--- config.mk ---
export PLATFORM = sky130hd
export DESIGN_NAME = data_mem_responder_flat
export DESIGN_NICKNAME = d
export VERILOG_FILES = /design/src/rtl/data_mem_responder_pkg.sv /design/src/rtl/data_mem_responder_if.sv /design/src/rtl/data_mem_responder_read_delay_line.sv /design/src/rtl/data_mem_responder.sv /design/src/flat_wrapper.sv
export SDC_FILE = /design/constraint.sdc
export NUM_CORES = 2
export LEC_CHECK = 0
export CORE_MARGIN = 1
export CORE_UTILIZATION = 44
export DETAILED_ROUTE_END_ITERATION = 6
export PLACE_DENSITY = 0.62
export SYNTH_ARGS = -nofsm -noshare
export SYNTH_HDL_FRONTEND = slang
export SYNTH_SLANG_ARGS = --single-unit
--- constraint.sdc ---
create_clock -name clk -period 6.01 [get_ports clk]
set_input_delay 1.202 -clock clk [delete_from_list [all_inputs] [get_ports clk]]
set_output_delay 1.202 -clock clk [all_outputs]
set_load 0.005 [all_outputs]
--- src/rtl/data_mem_responder_pkg.sv ---
// Shared widths, read-latency bound and FSM state encoding for the data-memory responder.
package mem_if_pkg;

  localparam int ADDR_W       = 7;
  localparam int DATA_W       = 32;
  localparam int READ_LAT_MAX = 4;

  typedef enum logic {
    ST_CLEAR = 1'b0,
    ST_READY = 1'b1
  } state_e;

  // Legal read latency is 1..READ_LAT_MAX; out-of-range values are clamped.
  function automatic int clamp_lat(input int lat);
    if (lat < 1) return 1;
    if (lat > READ_LAT_MAX) return READ_LAT_MAX;
    return lat;
  endfunction

endpackage

--- src/rtl/data_mem_responder_if.sv ---
// CPU data-memory port: request signals from the core, read data and completion back.
interface data_mem_responder_if #(
  parameter int ADDR_W = mem_if_pkg::ADDR_W,
  parameter int DATA_W = mem_if_pkg::DATA_W
);

  logic              CEN;
  logic              WEN;
  logic              OEN;
  logic [ADDR_W-1:0] A;
  logic [DATA_W-1:0] Data2Mem;
  logic [DATA_W-1:0] RDM;
  logic              rvalid;

  modport master (
    output CEN, WEN, OEN, A, Data2Mem,
    input  RDM, rvalid
  );

  modport slave (
    input  CEN, WEN, OEN, A, Data2Mem,
    output RDM, rvalid
  );

endinterface

--- src/rtl/data_mem_responder_read_delay_line.sv ---
// Shift register of {valid, data} that sets the read latency; only the valids are reset.
module read_delay_line
  import mem_if_pkg::*;
#(
  parameter int DATA_W = mem_if_pkg::DATA_W,
  parameter int LAT    = 1
) (
  input  logic              clk,
  input  logic              rst_n,
  input  logic              in_vld,
  input  logic [DATA_W-1:0] in_dat,
  output logic              out_vld,
  output logic [DATA_W-1:0] out_dat
);

  logic [LAT-1:0]             vld_q;
  logic [LAT-1:0]             vld_d;
  logic [LAT-1:0][DATA_W-1:0] dat_q;
  logic [LAT-1:0][DATA_W-1:0] dat_d;

  always_comb begin
    vld_d    = vld_q;
    dat_d    = dat_q;
    vld_d[0] = in_vld;
    dat_d[0] = in_dat;
    for (int i = 1; i < LAT; i++) begin
      vld_d[i] = vld_q[i-1];
      dat_d[i] = dat_q[i-1];
    end
  end

  always_ff @(posedge clk or negedge rst_n) begin
    if (!rst_n) begin
      vld_q <= '0;
    end else begin
      vld_q <= vld_d;
    end
  end

  // Data stages carry no reset; they are only observed behind their valid.
  always_ff @(posedge clk) begin
    dat_q <= dat_d;
  end

  assign out_vld = vld_q[LAT-1];
  assign out_dat = dat_q[LAT-1];

endmodule

--- src/rtl/data_mem_responder.sv ---
// Data-memory responder: word array, power-up/clear FSM, request decode and OEN output gate.
module data_mem_responder
  import mem_if_pkg::*;
#(
  parameter int ADDR_W   = mem_if_pkg::ADDR_W,
  parameter int DATA_W   = mem_if_pkg::DATA_W,
  parameter int DEPTH    = 2**ADDR_W,
  parameter int READ_LAT = 1
) (
  input  logic                  clk,
  input  logic                  rst_n,
  input  logic                  clear_req,
  output logic                  busy,
  data_mem_responder_if.slave   bus
);

  localparam int LAT = clamp_lat(READ_LAT);

  state_e            state_q, state_d;
  logic [ADDR_W-1:0] clr_cnt_q, clr_cnt_d;
  logic [DATA_W-1:0] rd_data_q, rd_data_d;

  logic              mem_we;
  logic [ADDR_W-1:0] mem_waddr;
  logic [DATA_W-1:0] mem_wdata;
  logic              rd_req;
  logic [DATA_W-1:0] rd_word;
  logic              pipe_vld;
  logic [DATA_W-1:0] pipe_dat;

  logic [DATA_W-1:0] mem_q [DEPTH];

  // The clear walk owns the write port; requests are only decoded in ST_READY
  // and a clear request on the same edge takes priority over them.
  always_comb begin
    state_d   = state_q;
    clr_cnt_d = clr_cnt_q;
    mem_we    = 1'b0;
    mem_waddr = bus.A;
    mem_wdata = bus.Data2Mem;
    rd_req    = 1'b0;
    unique case (state_q)
      ST_CLEAR: begin
        mem_we    = 1'b1;
        mem_waddr = clr_cnt_q;
        mem_wdata = '0;
        clr_cnt_d = clr_cnt_q + ADDR_W'(1);
        if (clr_cnt_q == ADDR_W'(DEPTH - 1)) begin
          state_d = ST_READY;
        end
      end
      ST_READY: begin
        if (clear_req) begin
          state_d   = ST_CLEAR;
          clr_cnt_d = '0;
        end else if (!bus.CEN) begin
          mem_we = !bus.WEN;
          rd_req = bus.WEN;
        end
      end
      default: state_d = ST_CLEAR;
    endcase
  end

  always_ff @(posedge clk or negedge rst_n) begin
    if (!rst_n) begin
      state_q   <= ST_CLEAR;
      clr_cnt_q <= '0;
      rd_data_q <= '0;
    end else begin
      state_q   <= state_d;
      clr_cnt_q <= clr_cnt_d;
      rd_data_q <= rd_data_d;
    end
  end

  always_ff @(posedge clk) begin
    if (mem_we) begin
      mem_q[mem_waddr] <= mem_wdata;
    end
  end

  assign rd_word = mem_q[bus.A];

  read_delay_line #(
    .DATA_W (DATA_W),
    .LAT    (LAT)
  ) u_read_delay_line (
    .clk     (clk),
    .rst_n   (rst_n),
    .in_vld  (rd_req),
    .in_dat  (rd_word),
    .out_vld (pipe_vld),
    .out_dat (pipe_dat)
  );

  // rd_data follows a completing read on the edge it completes, then holds.
  always_comb begin
    rd_data_d = rd_data_q;
    if (pipe_vld) begin
      rd_data_d = pipe_dat;
    end
  end

  assign bus.rvalid = pipe_vld;
  assign bus.RDM    = bus.OEN ? '0 : rd_data_d;
  assign busy       = (state_q == ST_CLEAR);

endmodule

--- src/flat_wrapper.sv ---
// flat-port wrapper written by rule: the top's interface ports become plain ports
module data_mem_responder_flat import mem_if_pkg::*;
#(
  parameter int ADDR_W   = mem_if_pkg::ADDR_W,
  parameter int DATA_W   = mem_if_pkg::DATA_W,
  parameter int DEPTH    = 2**ADDR_W,
  parameter int READ_LAT = 1
)
  (clk, rst_n, clear_req, busy, bus_CEN, bus_WEN, bus_OEN, bus_A, bus_Data2Mem, bus_RDM, bus_rvalid);
  data_mem_responder_if #(.ADDR_W(ADDR_W), .DATA_W(DATA_W)) bus_i ();
  input  logic clk;
  input  logic rst_n;
  input  logic clear_req;
  output logic busy;
  input wire logic [$bits(bus_i.CEN)-1:0] bus_CEN;
  input wire logic [$bits(bus_i.WEN)-1:0] bus_WEN;
  input wire logic [$bits(bus_i.OEN)-1:0] bus_OEN;
  input wire logic [$bits(bus_i.A)-1:0] bus_A;
  input wire logic [$bits(bus_i.Data2Mem)-1:0] bus_Data2Mem;
  output wire logic [$bits(bus_i.RDM)-1:0] bus_RDM;
  output wire logic [$bits(bus_i.rvalid)-1:0] bus_rvalid;
  assign bus_i.CEN = bus_CEN;
  assign bus_i.WEN = bus_WEN;
  assign bus_i.OEN = bus_OEN;
  assign bus_i.A = bus_A;
  assign bus_i.Data2Mem = bus_Data2Mem;
  assign bus_RDM = bus_i.RDM;
  assign bus_rvalid = bus_i.rvalid;
  data_mem_responder #(.ADDR_W(ADDR_W), .DATA_W(DATA_W), .DEPTH(DEPTH), .READ_LAT(READ_LAT)) u_core (.clk(clk), .rst_n(rst_n), .clear_req(clear_req), .busy(busy), .bus(bus_i));
endmodule
==> impl_metrics.py <==
metrics = {
    "timing": {
        "relSlewSlack": 0.183,
        "tns_ns": 0,
        "holdWs_ns": 0.408,
        "finalCriticalPeriod_ns": 4.61,
        "max_freq_mhz": 217,
        "min_period_over_period": 0.767,
        "setup_violations": 0,
        "finalWorstSetupSlack_ns": 1.40,
        "slew_violations": 0,
        "worst_pin_slew_ns": 1.23,
        "hold_viol_final": 0,
        "grt_setup_unrepaired": "false",
        "finalClockSkew_ns": 0.0721,
    },
    "global_routing": {
        "grtUsageTotal": 0.225,
        "grt_pass1_vias": 72800,
        "antenna_found_initial": 45,
        "grt_pass1_wl_mm": 571,
        "grt_max_degree": 88,
        "overflow": 0,
    },
    "detailed_routing": {
        "post_drt_wl_per_cell_um": 34.8,
        "ant_nets": 0,
        "drt-initial-drc-count": 10100,
        "num_vias": 72100,
        "wl_mm": 410,
        "drc": 0,
        "via_per_inst": 6.12,
        "dr.pass1.iters": 6,
    },
    "synth": {
        "avgSynthCellArea_um2": 25.6,
        "synth_edf_count": 4096,
        "ys_ff_latch": 4169,
        "synth-simple-area-share": 0.00735,
        "synth-adder-area-share": 0.0000790,
        "ys_warn_count": 0,
        "syn_inst": 6193,
        "synth_flop_cell": "edfxtp_1",
        "synth_top_family_by_area": "multiplexers",
        "yosysUniqueCellTypes": 32,
        "yosysTopAreaCellShare": 0.776,
        "synth_top_area_cell": "edfxtp_1",
        "synth_compound_area_frac": 0.000971,
        "ys_top_cells_by_area": "edfxtp_1 (78%), mux4_2 (19%), dfrtp_1 (0.65%)",
        "syn_nets": 6239,
        "async_reset_ff_frac": 0.00983,
        "synth_area_mm2": 0.158,
        "synth_mux_area_frac": 0.196,
        "ys_seq_area_frac": 0.787,
        "synth_xor_area_frac": 0.000166,
    },
    "floorplanning": {
        "dieArea_mm2": 0.362,
        "core_mm2": 0.357,
        "row_count": 219,
        "die_h_um": 602,
        "die_w_um": 602,
        "start_util": 0.444,
        "io_pins": 79,
    },
    "clocking": {
        "cts_tree": "built",
        "h-tree-depth": 5,
        "clkTransAtPathRegs_ns": 0.06,
        "cts_buffer_depth": 4,
        "post-cts-setup-buffer-count": 0,
        "cts.sinks": 4169,
        "clock_latency_ns": 0.98,
        "clockRootBuffer": "clkbuf_16",
        "numCtsBuffers": 408,
        "cts-resized-gates": 0,
        "holdBufCountCts": 0,
    },
    "power_and_ir_drop": {
        "powerDensity_mw_per_mm2": 351,
        "leakage_nw": 56.8,
        "peakVddDrop_mv": 0.272,
    },
    "layout": {
        "fillCellCount": 27100,
        "syn_to_final_growth_pct": 14.5,
        "drive_gt1_frac": 0.354,
        "layout.nets": 6721,
        "fin_area_mm2": 0.181,
    },
    "place": {
        "io_buffers": 78,
        "gp_congestion": 0.817,
        "dp_hpwl_mm": 229,
        "dp_slack_ns": 1.01,
        "placed_area_mm2": 0.168,
    },
    "setup_path": {
        "crit_required_ns": 4.81,
        "startpoint_type": "flop",
        "slowest_delay_ns": 0.98,
        "cp_slowest_cell": "dfrtp_2",
        "critPathCaptureType": "primary output",
        "critPathMaxFanout": 22,
        "worstSetupPathType": "reg2out",
        "path_cells": "buf_4 > mux2_2 > nor2b_1 > clkdlybuf4s50_1",
        "timing.critical_path.buf_inv": 2,
        "worstPathArrival_ns": 3.41,
        "cpLargestDelayFamily": "flip-flops",
    },
    "min_path": {
        "hp-class": "in2async",
    },
    "run": {
        "cap_violations": 0,
    },
    "outcome": {
        "status": "completed",
    },
}
==> metrics by stage <==
stage | instances | utilization | power [W]
after floorplan | 6193 | - | 0.0364
after global placement | 11000 | 0.471 | 0.0389
after detailed placement | 11000 | 0.471 | 0.0390
after CTS | 11800 | 0.508 | 0.0640
after global routing | 11800 | 0.508 | 0.0653
final | 11800 | 0.508 | 0.0637
==> sequential cells by signal (all words and copies together), names as in the netlist <==
name / count
u_core.mem_q: 4096
u_core.rd_data_q: 32
u_core.u_read_delay_line.out_dat: 32
u_core.clr_cnt_q: 7
u_core.state_q: 1
u_core.u_read_delay_line.out_vld: 1
==> routing by layer <==
metal,vias to the layer above,track usage,wire (µm)
met5,-,0,13
met3,498,0.0426,37600
met4,2,0.0567,11100
li1,28100,-,-
met1,40000,0.326,165000
met2,3494,0.355,196000
==> cell usage in the layout, fill, tap and decap left out, drive strengths merged, types with 2 or more instances in the layout <==
master / Yosys / final
edfxtp: 4096 / 4096
mux4: 1344 / 1344
clkbuf: 161 / 517
buf: 171 / 335
clkinv: 0 / 165
nor2: 130 / 130
clkdlybuf4s50: 0 / 69
mux2: 65 / 65
dfrtp: 41 / 41
bufinv: 0 / 39
and2: 32 / 32
nor2b: 32 / 32
dfxtp: 32 / 32
nand2: 29 / 29
diode: 0 / 26
inv: 4 / 21
nand3: 17 / 17
clkinvlp: 0 / 12
o21ai: 6 / 6
o31ai: 6 / 6
o22ai: 4 / 4
nand3b: 3 / 3
nand2b: 3 / 3
or3: 3 / 3
a32o: 2 / 2
o32ai: 2 / 2
xnor2: 2 / 2
==> synthesized netlist by cell type (3+ instances only) <==
library cell / number
mux4_2: 1344
buf_2: 84
nand3_1: 17
inv_1: 4
nor2_1: 130
o21ai_0: 6
or3_1: 3
dfxtp_1: 32
dfrtp_1: 41
o31ai_1: 6
and2_1: 32
nand3b_1: 3
nand2_1: 29
clkbuf_1: 161
nand2b_1: 3
edfxtp_1: 4096
mux2_2: 65
nor2b_1: 32
buf_1: 85
o22ai_1: 4
==> layout make-up <==
type,instances,area (µm²),share of cell area
Antenna cell,26,65.1,0.000359
Timing Repair Buffer,404,4070,0.0224
Clock buffer,517,10900,0.0601
Inverter,4,15.0,0.0000828
Clock inverter,233,2230,0.0123
Multi-Input combinational cell,1688,33500,0.184
Sequential cell,4169,125000,0.687
Tap cell,4751,5940,0.0328
==> power by group <==
part | switching (W) | internal [W] | total, W
combinational | 0.00340 | 0.00181 | 0.00521
sequential | 0.000301 | 0.0329 | 0.0332
clock | 0.0108 | 0.0145 | 0.0253
total | 0.0145 | 0.0492 | 0.0637
==> cells by family (layout without fill, tap and decap cells) <==
logic type | count (synthesis) | count (layout)
simple gates | 252 | 252
mux | 1410 | 1410
flops | 4169 | 4169
compound gates | 22 | 22
other cells | 0 | 26
fa+ha+maj | 1 | 1
buf+inv | 336 | 1158
xor+xnor | 3 | 3
==> final timing paths <==
path,from,end,slack [ns],depth (start not counted)
worst max register to register,u_core.state_q,u_core.mem_q[85][10],2.30,5
min in group clk,u_core.u_read_delay_line.out_dat[25],u_core.rd_data_q[25],0.49,1
worst min-delay path,rst_n,u_core.rd_data_q[17],0.41,2
worst max-delay path,u_core.u_read_delay_line.out_vld,bus_RDM[10],1.40,4
max in group asynchronous,rst_n,u_core.u_read_delay_line.out_vld,4.92,2
worst min register to register,u_core.u_read_delay_line.out_dat[25],u_core.rd_data_q[25],0.49,1
Note: power is estimated with default switching activity, not from simulation.
